[src/rtl/prog3_mul_engine.sv]
// Start/done responder for program 3: reads signed 16-bit operand pairs from byte memory,
// multiplies each over 16 shift-add cycles and writes the 32-bit products back big-endian.
module prog3_mul_engine #(
  parameter int NUM_PAIRS = 16,
  parameter int OP_BASE   = 0,
  parameter int PROD_BASE = 64
) (
  input  logic       clk_i,
  input  logic       reset_i,
  input  logic       start_i,
  output logic       done_o,
  output logic       busy_o,
  output logic [7:0] mem_addr_o,
  input  logic [7:0] mem_rd_data_i,
  output logic       mem_wr_en_o,
  output logic [7:0] mem_wr_data_o
);

  localparam int PW = (NUM_PAIRS > 1) ? $clog2(NUM_PAIRS) : 1;
  localparam logic [PW-1:0] LAST_PAIR = PW'(NUM_PAIRS - 1);
  localparam logic [7:0] OP_BASE8   = 8'(OP_BASE);
  localparam logic [7:0] PROD_BASE8 = 8'(PROD_BASE);

  typedef enum logic [2:0] {IDLE, LOAD, MUL, STORE, DONE} state_t;

  state_t        state_q, state_d;
  logic          start_q;
  logic [PW-1:0] pair_q, pair_d;
  logic [1:0]    byte_q, byte_d;
  logic [3:0]    mulCnt_q, mulCnt_d;
  logic [23:0]   opBytes_q, opBytes_d;
  logic [31:0]   mcand_q, mcand_d;
  logic [15:0]   mplier_q, mplier_d;
  logic [31:0]   prod_q, prod_d;
  logic [7:0]    addrOffset;

  assign addrOffset = 8'({pair_q, byte_q});

  always_ff @(posedge clk_i or posedge reset_i) begin
    if (reset_i) begin
      state_q   <= IDLE;
      start_q   <= 1'b0;
      pair_q    <= '0;
      byte_q    <= '0;
      mulCnt_q  <= '0;
      opBytes_q <= '0;
      mcand_q   <= '0;
      mplier_q  <= '0;
      prod_q    <= '0;
    end else begin
      state_q   <= state_d;
      start_q   <= start_i;
      pair_q    <= pair_d;
      byte_q    <= byte_d;
      mulCnt_q  <= mulCnt_d;
      opBytes_q <= opBytes_d;
      mcand_q   <= mcand_d;
      mplier_q  <= mplier_d;
      prod_q    <= prod_d;
    end
  end

  // Memory-facing outputs decode straight from the registered state so reset silences them at once.
  always_comb begin
    state_d       = state_q;
    pair_d        = pair_q;
    byte_d        = byte_q;
    mulCnt_d      = mulCnt_q;
    opBytes_d     = opBytes_q;
    mcand_d       = mcand_q;
    mplier_d      = mplier_q;
    prod_d        = prod_q;
    done_o        = 1'b0;
    busy_o        = 1'b0;
    mem_addr_o    = 8'h00;
    mem_wr_en_o   = 1'b0;
    mem_wr_data_o = 8'h00;

    case (state_q)
      IDLE: begin
        if (!start_i && start_q) begin
          state_d = LOAD;
          pair_d  = '0;
          byte_d  = '0;
        end
      end

      LOAD: begin
        busy_o     = 1'b1;
        mem_addr_o = OP_BASE8 + addrOffset;
        opBytes_d  = {opBytes_q[15:0], mem_rd_data_i};
        byte_d     = byte_q + 2'd1;
        if (byte_q == 2'd3) begin
          state_d  = MUL;
          mcand_d  = {{16{opBytes_q[23]}}, opBytes_q[23:8]};
          mplier_d = {opBytes_q[7:0], mem_rd_data_i};
          prod_d   = '0;
          mulCnt_d = '0;
        end
      end

      // Bit 15 of the multiplier carries negative weight, so its partial product is subtracted.
      MUL: begin
        busy_o = 1'b1;
        if (mplier_q[0]) begin
          prod_d = (mulCnt_q == 4'd15) ? (prod_q - mcand_q) : (prod_q + mcand_q);
        end
        mcand_d  = mcand_q << 1;
        mplier_d = mplier_q >> 1;
        mulCnt_d = mulCnt_q + 4'd1;
        if (mulCnt_q == 4'd15) begin
          state_d = STORE;
          byte_d  = '0;
        end
      end

      STORE: begin
        busy_o        = 1'b1;
        mem_wr_en_o   = 1'b1;
        mem_addr_o    = PROD_BASE8 + addrOffset;
        mem_wr_data_o = prod_q[31:24];
        prod_d        = {prod_q[23:0], 8'h00};
        byte_d        = byte_q + 2'd1;
        if (byte_q == 2'd3) begin
          if (pair_q == LAST_PAIR) begin
            state_d = DONE;
          end else begin
            pair_d  = pair_q + 1'b1;
            state_d = LOAD;
          end
        end
      end

      DONE: begin
        done_o = 1'b1;
        if (start_i) state_d = IDLE;
      end

      default: state_d = IDLE;
    endcase
  end

endmodule

[config.mk]
export PLATFORM = sky130hd
export DESIGN_NAME = prog3_mul_engine
export DESIGN_NICKNAME = d
export VERILOG_FILES = /design/src/rtl/prog3_mul_engine.sv
export SDC_FILE = /design/constraint.sdc
export NUM_CORES = 1
export LEC_CHECK = 0
export CAP_MARGIN = 10
export CORE_ASPECT_RATIO = 1.1
export CORE_MARGIN = 2
export CORE_UTILIZATION = 56
export DETAILED_ROUTE_END_ITERATION = 8
export PLACE_DENSITY_LB_ADDON = 0.1
export SYNTH_ARGS = -nofsm -noshare
export SYNTH_HDL_FRONTEND = slang
export SYNTH_SLANG_ARGS = --single-unit
[constraint.sdc]
create_clock -name clk_i -period 4 [get_ports clk_i]
set_input_delay 0.8 -clock clk_i [delete_from_list [all_inputs] [get_ports clk_i]]
set_output_delay 0.8 -clock clk_i [all_outputs]
set_load 0.005 [all_outputs]
# After elaboration in Yosys (flattened, before gate mapping)
# Index checks and enable logic that the tools add are counted.
[classes]
n_addsub = 6
n_bitwise = 0
eq_ne = 14
multipliers = 0
order_cmp = 0
n_reduce_logical = 14
div = 0
n_shift = 0
n_mux = 29
[ops]
columns = ["op", "count"]
rows = [
  ["32-bit 2-to-1 mux", 4],
  ["32-bit case mux with 3 select lines", 1],
  ["32-bit case mux with 2 select lines", 1],
  ["32-bit adder", 1],
  ["16-bit case mux with 2 select lines", 1],
  ["32-bit subtractor", 1],
  ["3-bit 2-to-1 mux", 6],
  ["16-bit 2-to-1 mux", 1],
  ["4-bit 2-to-1 mux", 4],
  ["4-bit case mux with 2 select lines", 2],
  ["8-bit case mux with 2 select lines", 1],
  ["3-bit case mux with 5 select lines", 1],
  ["2-bit inequality test, second input constant", 7],
  ["4-bit by 1-bit adder with 4-bit output, second input constant", 2],
  ["7-bit by 6-bit adder with 8-bit output, first input constant", 1],
  ["4-bit equality test, second input constant", 2],
  ["8-bit 2-to-1 mux", 1],
  ["3-bit by 2-bit equality test with 1-bit output, second input constant", 2],
  ["2-bit case mux with 3 select lines", 1],
  ["3-bit AND reduction", 2],
  ["3-bit nonzero test", 2],
  ["5-bit AND reduction", 1],
  ["2-bit 2-to-1 mux", 2],
  ["4-bit AND reduction", 1],
  ["12 further kinds", 15],
]
[totals]
ram_bits = 0
romBits = 0
n_memories = 0
latchBits = 0
output_inout_bits = 19
wordCells = 72
ff_bits = 118
inputBits = 11

# Logic depth before layout (Yosys ltp)
# Gate-level depths: netlist (run 1).
[depth]
ltp_word = 4
mapped_depth = 20
ltp_nobuf = 20

# Least setup slack after synthesis (run 1)
# No wires, ideal clock.
[synth_timing]
path_type = "flip-flop to flip-flop"
from = "register mcand_q[0]"
to = "register prod_q[31]"
setup_ns = 0.134
period_less_slack_ns = 4.257
stages_incl_launch_ff = 21
slack_ns = -0.257
arrival_ns = 4.123
cell_sequence = "dfrtp_1 > inv_1 > ha_1 > nand2b_1 > or4_4 > or2_4 > or4_4 > or3_4 > o41ai_2 > xor2_1 > ha_1 > clkbuf_1 > a21oi_1 > o211ai_1 > a21boi_0 > o21ai_0 > a21oi_1 > o21ai_0 > a21oi_1 > xnor2_1 > o21ai_0"
[synth_via]
elab_chain_len = 4
word_cells_on_any_way = 5
classes_between = "add/sub: 2; mux: 3"
[synth_rtl]
columns = ["element", "line", "source"]
rows = [
  ["from (decl)", "32", "logic [31:0] mcand_q, mcand_d;"],
  ["from (signal assigned)", "57", "mcand_q <= mcand_d;"],
  ["32-bit adder / 32-bit subtractor (equally long branches)", "106", "prod_d = (mulCnt_q == 4'd15) ? (prod_q - mcand_q) : (prod_q + mcand_q);"],
  ["32-bit 2-to-1 mux *", "106", ""],
  ["32-bit 2-to-1 mux *", "105", "if (mplier_q[0]) begin"],
  ["32-bit case mux with 3 select lines *", "79", "case (state_q)"],
  ["to (signal assigned)", "59", "prod_q <= prod_d;"],
  ["to (decl)", "34", "logic [31:0] prod_q, prod_d;"],
]
# Every way passes the cells marked *; elsewhere a longest branch is shown, timed or not. The select of a mux whose other input is x is not followed.
# A chain may end at the register's enable or synchronous reset.

# Worst setup path in the final report (run 1)
[layout_timing]
from = "register mcand_q[0]"
to = "register prod_q[30]"
# The elaborated chain is that of the path after synthesis.

==> qor.csv, run 1 <==
stage,metric,value,unit
status,run_status,"finished, violations left",
status,failed_checks,negative setup slack,
die,placement_rows,43,
timing,hold_slack,0.484,ns
pwr,vdd_ir_drop_max,0.000523,V
yosys,ys_seq_elements,118,
timing,setup_violations,12,
drt,routed_wire_length_per_instance,18.7,µm
cells_and_area,finish.net_count,923,
global_routing,grt_pass1_vias,6406,
clock_network,cts_num_sinks,118,
yosys,synth_fp_nets,845,
yosys,syn_area,0.00736,mm²
yosys,synth.yosys.warnings,0,
timing,final_critical_path_setup_slack,-0.354,ns
die,top_level_ports,30,
global_routing,pin_count_of_the_biggest_net_entering_global_routing,66,
drt,finalWirelength,19500,µm
placement,placed_area,0.00819,mm²
placement,routabilityCongestion,0.900,
setup_path,critical_path_peak_fanout,4,
pwr,power_density,912,mW/mm²
job,drv.max_cap_violation_count,0,
global_routing,grtUsageMet1,0.370,
yosys,ys_dominant_reg_cell,sky130_fd_sc_hd__dfrtp_1,
cells_and_area,final.fill_count,955,
drt,route.antenna.remaining_nets,0,
cells_and_area,final-seq-area,0.00295,mm²
die,die_y,124,µm
placement,dp_hpwl,13700,µm
global_routing,grt.met2_usage,0.466,
setup_path,critPathCaptureType,flop,
cells_and_area,total_area_of_multi_input_combinational_cells,0.00446,mm²
placement,buffer_ports.inserted,28,
global_routing,overflow,0,
yosys,synth_area_per_cell,9.23,µm²
drt,post_drt_via_cell_ratio,6.12,
global_routing,grt_pass1_wl,32200,µm
clock_network,clock-root-buffer,sky130_fd_sc_hd__clkbuf_16,
yosys,synth-edff-count,0,
cells_and_area,ratio_of_cells_with_drive_above_1_in_the_final_layout,0.202,
cells_and_area,final_common_cell,sky130_fd_sc_hd__dfrtp_1,
global_routing,grtUsageTotal,0.286,
clock_network,worstSkewPairLatency,0.42,ns
timing,period_share,1.09,
die,floorplan.initialDensity,0.578,
pwr,leakage,0.00408,µW
hold_path,hp-start,mplier_q[1]$_DFFE_PP0P_,
placement,post-place-ws,-0.438,ns
yosys,post_synth_inst_count,798,
clock_network,cts_inserted_buffers,17,
global_routing,grt_antenna_before_repair,0,
setup_path,critPathLaunchType,flop,
timing,finalMaxSlewViolations,0,
timing,rsz_0062_raised_after_global_routing,true,
die,floorplan.die_area,0.0141,mm²
cells_and_area,post_route_cell_area,0.00914,mm²
cells_and_area,n_antenna_cell,0,
timing,layout_min_cycle_time,4.35,ns
timing,skew,0.0102,ns
drt,drt_iter0_drc,411,
yosys,synth_async_sr_flop_share,1.00,
timing,fmax,230,MHz
clock_network,cts.path.max_buffers,2,
drt,via_count,6402,
clock_network,clock_tree.htree_level_count,4,
die,core-area,0.0128,mm²
setup_path,worst_setup_path_startpoint,mcand_q[0]$_DFFE_PP0P_,
yosys,ys_seq_area_frac,0.401,
cells_and_area,layout_common_cells,"sky130_fd_sc_hd__dfrtp_1 (118), sky130_fd_sc_hd__nand2_1 (86), sky130_fd_sc_hd__o21ai_0 (81), sky130_fd_sc_hd__buf_4 (73), sky130_fd_sc_hd__a21oi_1 (46)",
setup_path,r2r_start,mcand_q[0]$_DFFE_PP0P_,
setup_path,path_class,flop to flop,
clock_network,clock_tree_from_tritoncts,yes,
global_routing,busiest_layer,met2,
timing,slew_headroom,0.218,
hold_path,type_of_the_worst_min_delay_path,flop to flop,
clock_network,postCtsHoldBufs,0,
setup_path,cp_data_arrival_time,4.61,ns
die,die_width,113,µm
clock_network,worst_setup_hold_path_clk_slew,0.06,ns
cells_and_area,synthToLayoutAreaGrowth,24.1,%
timing,hold_viol_final,0,
drt,drt_pre_antenna_iters,5,
drt,drt_drc_violations_left,0,
yosys,unique_masters_post_synth,53,
global_routing,use_met3,0.0526,
timing,tightestPinTransition,1.17,ns
setup_path,worstPathRequired,4.26,ns
-- cell type report --
cell class | instances | share of cell area
Clock inverter | 10 | 0.0160
Clock buffer | 22 | 0.0497
Sequential cell | 118 | 0.323
Timing Repair Buffer | 103 | 0.0941
Multi-Input combinational cell | 618 | 0.488
Tap cell | 157 | 0.0215
Inverter | 18 | 0.00767
-- per-layer routing --
| layer | routed length [µm] | vias up |
|---|---|---|
| met5 | 0 | - |
| met4 | 638 | 0 |
| met3 | 757 | 53 |
| met2 | 9750 | 164 |
| met1 | 8400 | 3141 |
| li1 | - | 3044 |
-- state kept, by name (all words and copies together), names as in the netlist --
signal and count:
byte_q 2, state_q 3, opBytes_q 24, pair_q 4, mplier_q 16, prod_q 32, start_q 1, mcand_q 32
mulCnt_q 4
-- report_power, final --
| group | internal [µW] | leakage [µW] | switching [µW] |
|---|---|---|---|
| Sequential | 1720 | 0.00150 | 571 |
| Clock | 1000 | 0.000289 | 560 |
| Combinational | 2100 | 0.00230 | 2390 |
| Total | 4820 | 0.00408 | 3520 |
-- synth_stat cells (all sizes together) (4+ instances only) --
cell	count	share of area
nor3	8	0.0054
o41ai	4	0.0058
and2	10	0.0085
nor4	5	0.0042
mux2i	31	0.042
xnor2	31	0.037
a22o	4	0.0048
and3	12	0.010
nand2b	10	0.0085
a21boi	4	0.0041
clkbuf	41	0.021
inv	18	0.0092
xor2	30	0.036
o21ai	99	0.067
ha	35	0.059
nor2b	8	0.0068
dfrtp	118	0.40
o21a	10	0.010
a21oi	57	0.039
a31oi	4	0.0034
a21o	9	0.0092
nor2	39	0.020
o21bai	5	0.0051
nand3	11	0.0075
a22oi	22	0.022
mux2	26	0.040
nand2	90	0.046
a221o	18	0.024
nand4	8	0.0068
-- logic make-up after synthesis --
family	after synthesis	share of synthesized area
AO/OA/AOI/OAI	253	0.215
AND/OR/NAND/NOR	210	0.135
flip-flops	118	0.401
buffers and inverters	62	0.0321
XOR/XNOR	61	0.0725
multiplexers	57	0.0819
adder cells (fa/ha/maj)	36	0.0622
other	1	0.000509
-- through the flow --
stage               setup TNS (ns)  cells  power, µW   util
floorplan                   -0.265    798       5010      -
global placement             -2.41   1001       6200  0.643
detailed placement           -3.60   1001       6360  0.643
CTS                          -1.81   1041       8160  0.705
global route                 -4.52   1046       8900  0.717
finish                       -2.55   1046       8340  0.717
-- critical path: stages, from the launching register on --
cell and delay (ns):
sky130_fd_sc_hd__dfrtp_1 0.39, sky130_fd_sc_hd__inv_2 0.08, sky130_fd_sc_hd__ha_4 0.15, sky130_fd_sc_hd__nand2b_4 0.05, sky130_fd_sc_hd__or4_4 0.42, sky130_fd_sc_hd__or2_4 0.24, sky130_fd_sc_hd__or4_4 0.51, sky130_fd_sc_hd__or3_4 0.41
sky130_fd_sc_hd__o41ai_4 0.27, sky130_fd_sc_hd__xor2_2 0.14, sky130_fd_sc_hd__ha_4 0.33, sky130_fd_sc_hd__buf_4 0.12, sky130_fd_sc_hd__nand2_2 0.04, sky130_fd_sc_hd__o21a_1 0.21, sky130_fd_sc_hd__and3_1 0.16, sky130_fd_sc_hd__a21oi_2 0.11
sky130_fd_sc_hd__nand2_2 0.12, sky130_fd_sc_hd__o31ai_4 0.23, sky130_fd_sc_hd__xnor2_1 0.14, sky130_fd_sc_hd__o21ai_1 0.07
-- final timing paths --
kind | to | slack, ns | cells past startpoint
setup / recovery | prod_q[30]$_DFFE_PP0P_ | -0.35 | 19
hold / removal | mplier_q[1]$_DFFE_PP0P_ | 0.48 | 2
setup reg to reg | prod_q[30]$_DFFE_PP0P_ | -0.35 | 19
hold reg to reg | mplier_q[1]$_DFFE_PP0P_ | 0.48 | 2
max in group asynchronous | mcand_q[31]$_DFFE_PP0P_ | 2.36 | 3
min in group asynchronous | byte_q[0]$_DFFE_PP0P_ | 0.86 | 2
-- what timing repair did --
action                     4_1_cts  5_1_grt
setup buffers                    8        5
gates resized for setup         40       20
pin swaps                       31        8
cloned                           0        0
setup endpoints to repair       12       19
(Power assumes the default switching activity.)
==> run 2, diff against run 1 <==
--- a/config.mk
+++ b/config.mk
@@ -8,7 +8,7 @@
 export CAP_MARGIN = 10
 export CORE_ASPECT_RATIO = 1.1
 export CORE_MARGIN = 2
-export CORE_UTILIZATION = 56
+export CORE_UTILIZATION = 50
 export DETAILED_ROUTE_END_ITERATION = 8
 export PLACE_DENSITY_LB_ADDON = 0.1
 export SYNTH_ARGS = -nofsm -noshare
==> qor.csv, run 2 (same netlist as run 1, synthesis figures left out) <==
stage,metric,value,unit
cells_and_area,reg.largest.list,"mcand_q: 32 flops, prod_q: 32 flops, opBytes_q: 24 flops",
hold_path,type_of_the_worst_min_delay_path,flop to flop,
cells_and_area,finish.net_count,926,
clock_network,worst_setup_hold_path_clk_slew,0.06,ns
timing,hold_viol_final,0,
drt,drt_drc_violations_left,0,
cells_and_area,n_antenna_cell,0,
timing,skew,0.00733,ns
pwr,power.internal,4690,µW
drt,via_count,6356,
status,failed_checks,negative setup slack,
cells_and_area,final_common_cell,sky130_fd_sc_hd__dfrtp_1,
clock_network,cts.path.max_buffers,2,
global_routing,pin_count_of_the_biggest_net_entering_global_routing,71,
placement,routabilityCongestion,0.905,
timing,layout_min_cycle_time,4.23,ns
drt,drt_pre_antenna_iters,5,
placement,placed_area,0.00823,mm²
cells_and_area,post_route_cell_area,0.00921,mm²
die,die_width,120,µm
drt,drt_iter0_drc,471,
setup_path,critPathCaptureType,flop,
global_routing,use_met3,0.0482,
pwr,vdd_ir_drop_max,0.000465,V
timing,fmax,236,MHz
pwr,leakage,0.00410,µW
setup_path,critPathLaunchType,flop,
setup_path,r2r-end,prod_q[30]$_DFFE_PP0P_,
cells_and_area,ratio_of_cells_with_drive_above_1_in_the_final_layout,0.217,
setup_path,timing.reg2reg.worst_path_depth,18,
timing,tightestPinTransition,1.19,ns
global_routing,grt_pass1_wl,30700,µm
timing,period_share,1.06,
global_routing,grt.met2_usage,0.412,
die,top_level_ports,30,
setup_path,r2r_start,mcand_q[0]$_DFFE_PP0P_,
drt,route.antenna.remaining_nets,0,
pwr,power.sequential.fraction,0.276,
clock_network,worstSkewPairLatency,0.43,ns
cells_and_area,layout_common_cells,"sky130_fd_sc_hd__dfrtp_1 (118), sky130_fd_sc_hd__nand2_1 (83), sky130_fd_sc_hd__o21ai_0 (81), sky130_fd_sc_hd__buf_4 (70), sky130_fd_sc_hd__a21oi_1 (44)",
drt,finalWirelength,19100,µm
pwr,switching_power,3570,µW
placement,dp_hpwl,13700,µm
pwr,power_density,897,mW/mm²
cells_and_area,final.fill_count,1233,
die,placement_rows,46,
global_routing,overflow,0,
pwr,power.share.clock,0.184,
timing,final_critical_path_setup_slack,-0.233,ns
setup_path,worstPathRequired,4.27,ns
timing,slew_headroom,0.208,
status,run_status,"finished, violations left",
die,floorplan.initialDensity,0.512,
global_routing,grt_pass1_vias,6091,
pwr,switching_share,0.432,
clock_network,cts_num_sinks,118,
drt,post_drt_via_cell_ratio,5.86,
setup_path,critical_path_peak_fanout,5,
die,core-area,0.0144,mm²
timing,rsz_0062_raised_after_global_routing,true,
setup_path,cp_data_arrival_time,4.50,ns
global_routing,busiest_layer,met2,
global_routing,grtUsageMet1,0.320,
job,drv.max_cap_violation_count,0,
hold_path,min_path_cells,2,
timing,setup_violations,13,
clock_network,clock_tree.htree_level_count,4,
drt,routed_wire_length_per_instance,17.6,µm
setup_path,path_class,flop to flop,
hold_path,hold-path-endpoint,mplier_q[13]$_DFFE_PP0P_,
hold_path,hp-start,mplier_q[13]$_DFFE_PP0P_,
clock_network,clock-root-buffer,sky130_fd_sc_hd__clkbuf_16,
cells_and_area,synthToLayoutAreaGrowth,25.1,%
global_routing,grt_antenna_before_repair,0,
die,floorplan.die_area,0.0157,mm²
clock_network,cts_inserted_buffers,17,
global_routing,grtUsageTotal,0.246,
timing,setup_tns,-1.75,ns
clock_network,clock_tree_from_tritoncts,yes,
pwr,combinationalPowerShare,0.540,
timing,finalMaxSlewViolations,0,
setup_path,r2r_slack,-0.23,ns
placement,buffer_ports.inserted,28,
die,die_y,131,µm
-- run 2: layout make-up --
cell class,count,area (µm²),area share
sequential,118,2950,0.321
tap,192,240,0.0261
clock inverter,15,158,0.0171
inverter,18,70.1,0.00761
clock buffer,17,425,0.0462
multi-input combinational,618,4460,0.484
timing repair buffer,106,905,0.0982
-- run 2: timing repair --
item / CTS / global route
setup endpoints to repair: 13 / 15
buffers inserted: 6 / 12
resized for setup: 24 / 50
pin swaps: 21 / 26
hold buffers: 0 / 0
-- run 2: worst max-delay path by stage --
stage                                       from                      to  slack [ns]  depth (start not counted)
after global routing      mcand_q[0]$_DFFE_PP0P_  prod_q[21]$_DFFE_PP0P_       -0.42                         19
after global placement    mcand_q[1]$_DFFE_PP0P_  prod_q[21]$_DFFE_PP0P_       -0.35                         15
final                     mcand_q[0]$_DFFE_PP0P_  prod_q[30]$_DFFE_PP0P_       -0.23                         18
after CTS                 mcand_q[1]$_DFFE_PP0P_  prod_q[31]$_DFFE_PP0P_       -0.25                         19
after floorplan           mcand_q[1]$_DFFE_PP0P_  prod_q[31]$_DFFE_PP0P_       -0.07                         20
after detailed placement  mcand_q[1]$_DFFE_PP0P_  prod_q[21]$_DFFE_PP0P_       -0.38                         15
-- run 2: worst max-delay path, cell delays in order (launching register included) --
cell	delay (ns)
sky130_fd_sc_hd__dfrtp_1	0.38
sky130_fd_sc_hd__inv_1	0.07
sky130_fd_sc_hd__ha_2	0.18
sky130_fd_sc_hd__nand2b_1	0.07
sky130_fd_sc_hd__or4_4	0.42
sky130_fd_sc_hd__or2_4	0.26
sky130_fd_sc_hd__or4_4	0.45
sky130_fd_sc_hd__or3_4	0.38
sky130_fd_sc_hd__o41ai_4	0.26
sky130_fd_sc_hd__xor2_2	0.14
sky130_fd_sc_hd__ha_4	0.33
sky130_fd_sc_hd__nand2_2	0.06
sky130_fd_sc_hd__o21a_1	0.21
sky130_fd_sc_hd__and3_4	0.18
sky130_fd_sc_hd__a21oi_2	0.12
sky130_fd_sc_hd__nand2_2	0.10
sky130_fd_sc_hd__o31ai_4	0.27
sky130_fd_sc_hd__xnor2_1	0.14
sky130_fd_sc_hd__o21ai_1	0.07
-- run 2: through the flow --
| stage | instances | hold slack, ns | total power, µW | setup slack [ns] | utilization |
|---|---|---|---|---|---|
| final | 1084 | 0.490 | 8260 | -0.233 | 0.640 |
| after detailed placement | 1035 | 0.483 | 6340 | -0.384 | 0.572 |
| after floorplan | 798 | 0.450 | 5010 | -0.0695 | - |
| after global placement | 1035 | 0.468 | 6210 | -0.351 | 0.572 |
| after CTS | 1073 | 0.498 | 8000 | -0.254 | 0.620 |
| after global routing | 1084 | 0.515 | 8830 | -0.417 | 0.640 |
-- run 2: power by group through the flow --
stage	logic (µW)	registers [µW]	clock network [µW]
detailed placement	4070	2270	0
CTS	4200	2260	1540
global route	4890	2340	1590
floorplan	2930	2070	0
finish	4460	2280	1520
global placement	3960	2250	0
-- run 2: per-layer routing --
metal	wire length [µm]	share of wire	up-vias
met1	8520	0.45	3155
met2	9520	0.50	124
li1	-	-	3049
met3	718	0.038	28
met5	0	0	-
met4	370	0.019	0
==> run 3, diff against run 2 <==
--- a/config.mk
+++ b/config.mk
@@ -11,6 +11,7 @@
 export CORE_UTILIZATION = 50
 export DETAILED_ROUTE_END_ITERATION = 8
 export PLACE_DENSITY_LB_ADDON = 0.1
+export SKIP_CTS_REPAIR_TIMING = 1
 export SYNTH_ARGS = -nofsm -noshare
 export SYNTH_HDL_FRONTEND = slang
 export SYNTH_SLANG_ARGS = --single-unit
==> qor.csv, run 3 (same netlist as run 1, synthesis figures left out) <==
stage,metric,value,unit
timing,fmax,238,MHz
timing,setup_violations,12,
global_routing,grt_pass1_wl,30400,µm
setup_path,critPathCaptureType,flop,
drt,via_count,6244,
timing,finalMaxSlewViolations,0,
die,floorplan.initialDensity,0.512,
die,top_level_ports,30,
hold_path,min_path_cells,2,
status,run_status,"finished, violations left",
timing,tightestPinTransition,1.19,ns
timing,final_critical_path_setup_slack,-0.210,ns
cells_and_area,final.fill_count,1240,
drt,post_drt_via_cell_ratio,5.81,
clock_network,cts_num_sinks,118,
job,drv.max_cap_violation_count,0,
setup_path,r2r_slack,-0.21,ns
drt,routed_wire_length_per_instance,17.7,µm
timing,skew,0.00774,ns
hold_path,hp-start,mplier_q[11]$_DFFE_PP0P_,
drt,finalWirelength,19100,µm
global_routing,grt_pass1_vias,6034,
drt,route.antenna.remaining_nets,0,
pwr,vdd_ir_drop_max,0.000466,V
clock_network,worst_setup_hold_path_clk_slew,0.06,ns
cells_and_area,final_common_cell,sky130_fd_sc_hd__dfrtp_1,
drt,drt_drc_violations_left,0,
placement,post-place-ws,-0.384,ns
placement,buffer_ports.inserted,28,
cells_and_area,layout_common_cells,"sky130_fd_sc_hd__dfrtp_1 (118), sky130_fd_sc_hd__nand2_1 (86), sky130_fd_sc_hd__o21ai_0 (86), sky130_fd_sc_hd__buf_4 (66), sky130_fd_sc_hd__a21oi_1 (46)",
pwr,power_density,898,mW/mm²
setup_path,critPathLaunchType,flop,
setup_path,r2r_start,mcand_q[1]$_DFFE_PP0P_,
global_routing,overflow,0,
die,die_width,120,µm
timing,rsz_0062_raised_after_global_routing,true,
clock_network,cts.path.max_buffers,2,
cells_and_area,stdcell_count,1075,
clock_network,clock_tree.htree_level_count,4,
setup_path,worstPathRequired,4.28,ns
clock_network,clock_tree_from_tritoncts,yes,
die,core-area,0.0144,mm²
clock_network,clock-root-buffer,sky130_fd_sc_hd__clkbuf_16,
status,failed_checks,negative setup slack,
clock_network,worstSkewPairLatency,0.43,ns
die,placement_rows,46,
cells_and_area,n_antenna_cell,0,
hold_path,type_of_the_worst_min_delay_path,flop to flop,
setup_path,timing.reg2reg.worst_path_depth,18,
cells_and_area,reg.largest.list,"mcand_q: 32 flops, prod_q: 32 flops, opBytes_q: 24 flops",
timing,hold_slack,0.492,ns
placement,routabilityCongestion,0.905,
cells_and_area,ratio_of_cells_with_drive_above_1_in_the_final_layout,0.199,
setup_path,critical_path_peak_fanout,5,
pwr,total_power,8180,µW
pwr,leakage,0.00405,µW
drt,drt_pre_antenna_iters,5,
timing,setup_tns,-1.69,ns
setup_path,r2r-end,prod_q[30]$_DFFE_PP0P_,
setup_path,cp_data_arrival_time,4.49,ns
clock_network,cts_inserted_buffers,17,
cells_and_area,finish.net_count,917,
hold_path,hold-path-endpoint,mplier_q[11]$_DFFE_PP0P_,
die,floorplan.die_area,0.0157,mm²
drt,drt_iter0_drc,390,
setup_path,path_class,flop to flop,
die,die_y,131,µm
placement,cells_after_dpl,1035,
global_routing,grt_antenna_before_repair,0,
timing,slew_headroom,0.208,
cells_and_area,synthToLayoutAreaGrowth,23.7,%
timing,layout_min_cycle_time,4.21,ns
global_routing,pin_count_of_the_biggest_net_entering_global_routing,71,
timing,hold_viol_final,0,
global_routing,grtUsageTotal,0.244,
timing,period_share,1.05,
placement,dp_hpwl,13700,µm
==> run 3: changes by cell type in the layout (fill, tap and decap cells not counted), sizes merged <==
cell | before | now
buf | 78 | 69
==> run 3: per-layer routing <==
layer / GRT usage / vias up / wire length (µm)
met2: 0.411 / 115 / 9500
met5: 0 / - / 0
met1: 0.317 / 3084 / 8670
met4: 0.0732 / 0 / 300
met3: 0.0495 / 21 / 594
li1: - / 3024 / -
==> run 3: layout make-up <==
class                           count  area, µm²  share of cell area
Inverter                           18       70.1             0.00769
Timing Repair Buffer               97        818              0.0898
Multi-Input combinational cell    618       4450               0.488
Clock inverter                     15        158              0.0173
Clock buffer                       17        425              0.0467
Sequential cell                   118       2950               0.324
Tap cell                          192        240              0.0264
==> run 3: critical path, cell delays in order (launching register included) <==
cell and delay, ns:
sky130_fd_sc_hd__dfrtp_1 0.39, sky130_fd_sc_hd__inv_2 0.08, sky130_fd_sc_hd__ha_4 0.15, sky130_fd_sc_hd__nand2b_4 0.05, sky130_fd_sc_hd__or4_4 0.42, sky130_fd_sc_hd__or2_4 0.26
sky130_fd_sc_hd__or4_4 0.46, sky130_fd_sc_hd__or3_4 0.38, sky130_fd_sc_hd__o41ai_4 0.26, sky130_fd_sc_hd__xor2_2 0.13, sky130_fd_sc_hd__ha_4 0.33, sky130_fd_sc_hd__nand2_2 0.05
sky130_fd_sc_hd__o21a_1 0.23, sky130_fd_sc_hd__and3_1 0.16, sky130_fd_sc_hd__a21oi_2 0.11, sky130_fd_sc_hd__nand2_2 0.10, sky130_fd_sc_hd__o31ai_4 0.27, sky130_fd_sc_hd__xnor2_1 0.14
sky130_fd_sc_hd__o21ai_1 0.08
==> run 3: how the worst max path moves through the flow <==
stage                              to  slack, ns  cells past startpoint                    from
5_1_grt        prod_q[28]$_DFFE_PP0P_      -0.38                     18  mcand_q[1]$_DFFE_PP0P_
3_3_place_gp   prod_q[21]$_DFFE_PP0P_      -0.35                     15  mcand_q[1]$_DFFE_PP0P_
4_1_cts        prod_q[21]$_DFFE_PP0P_      -0.40                     15  mcand_q[1]$_DFFE_PP0P_
2_1_floorplan  prod_q[31]$_DFFE_PP0P_      -0.07                     20  mcand_q[1]$_DFFE_PP0P_
6_report       prod_q[30]$_DFFE_PP0P_      -0.21                     18  mcand_q[1]$_DFFE_PP0P_
3_5_place_dp   prod_q[21]$_DFFE_PP0P_      -0.38                     15  mcand_q[1]$_DFFE_PP0P_
==> run 3: report_power, final <==
group          leakage [µW]  total [µW]  switching (µW)  internal, µW
registers           0.00150        2280             562          1720
logic               0.00227        4380            2340          2040
clock network      0.000282        1530             645           880
total               0.00405        8180            3540          4640
==> run 3: through the flow <==
stage,area (µm²),utilization
2_1_floorplan,7400,-
3_3_place_gp,8230,0.572
3_5_place_dp,8230,0.572
4_1_cts,8810,0.612
5_1_grt,9110,0.633
6_report,9110,0.633
